[config.mk]
export PLATFORM = sky130hd
export DESIGN_NAME = hazard_stall_ctrl
export DESIGN_NICKNAME = d
export VERILOG_FILES = /design/src/rtl/hazard_stall_ctrl.sv
export SDC_FILE = /design/constraint.sdc
export NUM_CORES = 1
export LEC_CHECK = 0
export ABC_AREA = 1
export CAP_MARGIN = 25
export CELL_PAD_IN_SITES_DETAIL_PLACEMENT = 1
export CELL_PAD_IN_SITES_GLOBAL_PLACEMENT = 1
export CORE_MARGIN = 5
export CORE_UTILIZATION = 35
export CTS_CLUSTER_DIAMETER = 100
export CTS_CLUSTER_SIZE = 12
export DETAILED_ROUTE_END_ITERATION = 12
export PLACE_DENSITY = 0.94
export SLEW_MARGIN = 20
export SYNTH_ARGS = -nofsm -noshare
export SYNTH_HDL_FRONTEND = slang
export SYNTH_SLANG_ARGS = --single-unit
[constraint.sdc]
create_clock -name clk -period 4.55 [get_ports clk]
set_input_delay 0.91 -clock clk [delete_from_list [all_inputs] [get_ports clk]]
set_output_delay 0.91 -clock clk [all_outputs]
set_load 0.01 [all_outputs]
[src/rtl/hazard_stall_ctrl.sv]
// hazard_stall_ctrl: per-cycle PC/IF-ID/ID-EX sequencing for load-use, redirects, mult/div occupancy and memory stalls.
module hazard_stall_ctrl #(
    parameter int MD_LAT = 4,
    parameter int SCNT_W = 16
) (
    input  logic              clk,
    input  logic              rst,
    input  logic [4:0]        ifid_rs,
    input  logic [4:0]        ifid_rt,
    input  logic              ifid_uses_rt,
    input  logic              idex_memread,
    input  logic [4:0]        idex_rt,
    input  logic              jump_id,
    input  logic              branch_taken_ex,
    input  logic              md_start_ex,
    input  logic              ext_stall,
    output logic              pc_write,
    output logic              ifid_write,
    output logic              ifid_flush,
    output logic [5:0]        idex_muxcond,
    output logic              idex_bubble,
    output logic              md_busy,
    output logic [SCNT_W-1:0] stall_cycles,
    output logic [7:0]        flush_count
);
    localparam int CW = $clog2(MD_LAT);
    typedef enum logic [1:0] {RUN = 2'd0, MD_WAIT = 2'd1} state_t;
    state_t state;
    logic [CW-1:0] md_cnt;
    logic lu, run, freeze;
    assign lu = idex_memread && idex_rt != 5'd0 &&
                (idex_rt == ifid_rs || (ifid_uses_rt && idex_rt == ifid_rt));
    assign run = state == RUN;
    assign freeze = ext_stall || (state == MD_WAIT && md_cnt != '0);
    assign md_busy = !rst && state == MD_WAIT;
    always_comb begin
        pc_write = 1'b1;
        ifid_write = 1'b1;
        ifid_flush = 1'b0;
        idex_muxcond = 6'd1;
        idex_bubble = 1'b0;
        if (rst) begin
            pc_write = 1'b0;
            ifid_write = 1'b0;
            ifid_flush = 1'b1;
            idex_muxcond = 6'd0;
            idex_bubble = 1'b1;
        end else if (freeze) begin
            pc_write = 1'b0;
            ifid_write = 1'b0;
            idex_muxcond = 6'd0;
        end else if (run && branch_taken_ex) begin
            ifid_flush = 1'b1;
            idex_bubble = 1'b1;
        end else if (!(run && md_start_ex)) begin
            // lu and jump also apply on the release cycle of a mult/div wait
            if (lu) begin
                pc_write = 1'b0;
                ifid_write = 1'b0;
                idex_bubble = 1'b1;
            end else if (jump_id) begin
                ifid_flush = 1'b1;
            end
        end
    end
    always_ff @(posedge clk) begin
        if (rst) begin
            state <= RUN;
            md_cnt <= '0;
            stall_cycles <= '0;
            flush_count <= '0;
        end else begin
            if (!ext_stall) begin
                if (run && md_start_ex && !branch_taken_ex) begin
                    state <= MD_WAIT;
                    md_cnt <= CW'(MD_LAT - 2);
                end else if (state == MD_WAIT) begin
                    state <= md_cnt == '0 ? RUN : MD_WAIT;
                    md_cnt <= md_cnt == '0 ? md_cnt : md_cnt - 1'b1;
                end
            end
            if (!pc_write && stall_cycles != '1) stall_cycles <= stall_cycles + 1'b1;
            if (ifid_flush && flush_count != 8'hff) flush_count <= flush_count + 1'b1;
        end
    end
endmodule

==> run_results.csv <==
group,metric,value,unit
setup_path,crit_path_start,"idex_rt[4]",
cells_and_area,final_core_util,46.1,%
cts,clk_pin_slew,110,ps
global_routing,overflow,0,
global_routing,grt_pass1_vias,2023,
logic_synthesis,synth.area.mux_share,0,%
cells_and_area,synthToLayoutAreaGrowth,28.3,%
power,powerDensity,197,nW/um2
logic_synthesis,yosysWarnings,0,
timing,rsz0062_at_grt,"false",
timing,fin_crit,3850,ps
cts,cts_setup_buffers,0,
global_routing,grt_max_degree,21,
die,coreArea,5470,um2
cts,cts_buffer_depth,2,
route,wl_per_cell,14.1,um
die,rows,27,
timing,slew_viol_final,0,
die,die_y,84.9,um
setup_path,crit_fanout,20,
global_routing,antenna_found_initial,0,
logic_synthesis,ys_async_sr_fraction,0,%
cts,h-tree-depth,1,
timing,finalSetupViolations,0,
logic_synthesis,synthAdderAreaFrac,1.91,%
logic_synthesis,yosys.area_share.simple,38.2,%
logic_synthesis,synth-seq-cells,27,
global_routing,grt_pass1_wl,9180,um
timing,worst_pin_slew,514,ps
timing,fmax,0.259,GHz
logic_synthesis,synth_top_family_by_area,"simple AND/OR/NAND/NOR gates",
power,power_frac_seq,50.5,%
die,start_util,35.9,%
setup_path,endpoint_kind,"output pin",
cells_and_area,seq_area,541,um2
route,routed_wl,5720,um
timing,hold_violations,0,
route,first_pass_iters,4,
cells_and_area,drive_above_1_share,13.2,%
die,io-pin-count,58,
logic_synthesis,yosys_most_used_dff,"dfxtp_1",
setup_path,critical_path.cell_chain,"clkdlybuf4s50_1 -> inv_2 -> nand2_1 -> nand2_1 -> nor2_1 -> nand3_1 -> nand2_1 -> nand2_2 -> nor2_2 -> nand2_2 -> nand2_4 -> inv_2 -> clkdlybuf4s50_1",
setup_path,worstPathArrival,2940,ps
logic_synthesis,yosysTopAreaCell,"dfxtp_1",
place,port_buffers,52,
power,ir_worst_vdd,0.000107,V
route,vias,2021,
setup_path,slowest_stage,"clkdlybuf4s50_1",
cts,cts_hold_buf,0,
power,p_int,0.351,mW
route,drc_errors,0,
cts,worstSkewPairLatency,290,ps
logic_synthesis,yosysTopAreaCellShare,27.5,%
power,comb_power_share,20.0,%
power,switchingPower,0.146,mW
logic_synthesis,syn-instance-count,287,
outcome,outcome,"finished clean",
place,hpwl,4400,um
logic_synthesis,synthTopCellsByArea,"dfxtp_1 28%, nand2_1 14%, nand3_1 7.1%, inv_1 5.9%, xor2_1 5.8%",
logic_synthesis,syn_avg_cell_area,6.84,um2
cts,cts_tree,"yes",
timing,max_slew_margin,65.7,%
power,p_sw_share,29.5,%
setup_path,cp_data_required_time,3640,ps
setup_path,reg2reg_from,"stall_cycles[0]$_SDFFE_PP0P_",
setup_path,crit_top_cell,"nand2_1",
logic_synthesis,yosysSeqAreaShare,27.5,%
power,p_leak,1.02,nW
cts,cts_sinks,27,
setup_path,critPathKind,"in2out",
global_routing,grt_usage,15.4,%
cells_and_area,diodes,0,
logic_synthesis,synth_edf_count,0,
logic_synthesis,synth_compound_area_share,10.3,%
worst_hold_path,holdCritStartpoint,"stall_cycles[14]$_SDFFE_PP0P_",
route,dr.first_iter.drc_count,74,
logic_synthesis,synth_cell_types,32,
cts,cts-buffers-inserted,3,
logic_synthesis,syn_area,1960,um2
cells_and_area,fillers,727,
cts,cts_resized,0,
worst_hold_path,min-delay-path-class,"reg2reg",
die,die_w,84.9,um
cells_and_area,nets,361,
power,clockPowerShare,29.5,%
cts,cts-root-buf,"clkbuf_8",
cells_and_area,multi_input_comb_area,1170,um2
setup_path,critPathLaunchType,"input port",
timing,skew,11.2,ps
setup_path,max_stage_delay,560,ps
place,place_congestion,0.767,
route,drtAntennaViolNets,0,
route,post_drt_via_cell_ratio,4.98,
die,die_area,7210,um2
job,maxCapViolCount,0,
timing,fin_crit_sh,84.7,%
logic_synthesis,synth_xor_area_share,8.47,%
timing,tns,0,ps
-- cells in the mapped netlist (2+ instances only) --
master / number
nand2_1: 73
inv_1: 31
nand3_1: 28
dfxtp_1: 27
nor2_1: 22
a21oi_1: 16
xor2_1: 13
a21oi_2: 10
inv_2: 7
nand3_2: 7
buf_4: 6
nand2_2: 6
xnor2_1: 6
nor3_1: 4
clkbuf_1: 3
ha_1: 3
nand2_4: 3
nand4_1: 3
o21ai_0: 3
buf_8: 2
nor2_2: 2
nor3_4: 2
-- kinds of logic (layout without fill, tap and decap cells) --
family                     after synthesis  count (layout)
buffers and inverters                   52              95
DFF                                     27              27
xor gates and xnor gates                19              19
and+or+nand+nor                        153             153
other                                    1               5
AOI/OAI and AO/OA                       32              32
adders and majority gates                3               3
-- stage by stage --
step | instances | hold slack [ps] | area (um2) | setup slack [ps] | power (mW)
floorplan | 291 | 463 | 1980 | 1700 | 0.314
global placement | 402 | 474 | 2470 | 782 | 0.352
detailed placement | 402 | 488 | 2470 | 683 | 0.356
CTS | 406 | 506 | 2520 | 675 | 0.499
global route | 406 | 522 | 2520 | 522 | 0.518
finish | 406 | 501 | 2520 | 696 | 0.497
-- metal layers --
metal  vias to the layer above  wire (um)  track usage [%]
li1                        996          -                -
met1                       968       2310             16.6
met2                        43       3070             29.6
met3                        14        195             2.33
met4                         0        148             6.33
met5                         -          0                0
-- registers in the layout (all words and copies together), names as in the netlist --
name          cells
flush_count       8
md_cnt            2
stall_cycles     16
state             1
-- worst paths after layout --
path / end / slack (ps) / cells past startpoint
worst min register to register: stall_cycles[14]$_SDFFE_PP0P_ / 500 / 2
worst max-delay path: pc_write / 700 / 13
worst min-delay path: stall_cycles[14]$_SDFFE_PP0P_ / 500 / 2
worst max register to register: stall_cycles[3]$_SDFFE_PP0P_ / 2460 / 9
-- worst max-delay path: cells and delay by family --
kind	cells	cell delay (ps)
simple gates	9	880
buf+inv	4	1140
-- cell usage in the layout (no fill, tap or decap), types with 2 or more instances in the layout --
cell type        count
a21oi_1             16
a21oi_2             10
clkbuf_8             3
clkdlybuf4s50_1     52
conb_1               5
dfxtp_1             27
ha_1                 3
inv_1               31
inv_2                7
nand2_1             73
nand2_2              6
nand2_4              3
nand3_1             28
nand3_2              7
nand4_1              3
nor2_1              22
nor2_2               2
nor3_1               4
nor3_4               2
o21ai_0              3
xnor2_1              6
xor2_1              13
-- power by group through the flow --
| stage | sequential [mW] | combinational, mW | clock, mW |
|---|---|---|---|
| 2_1_floorplan | 0.256 | 0.0582 | 0 |
| 3_3_place_gp | 0.255 | 0.0964 | 0 |
| 3_5_place_dp | 0.256 | 0.0996 | 0 |
| 4_1_cts | 0.251 | 0.101 | 0.147 |
| 5_1_grt | 0.252 | 0.110 | 0.156 |
| 6_report | 0.251 | 0.0996 | 0.147 |
-- layout make-up --
cell class | count | area share (%)
Sequential cell | 27 | 21.4
Clock buffer | 3 | 1.64
Tap cell | 72 | 3.57
Clock inverter | 1 | 0.199
Inverter | 38 | 5.66
Multi-Input combinational cell | 212 | 46.6
Timing Repair Buffer | 53 | 20.9
(Power assumes the default switching activity.)
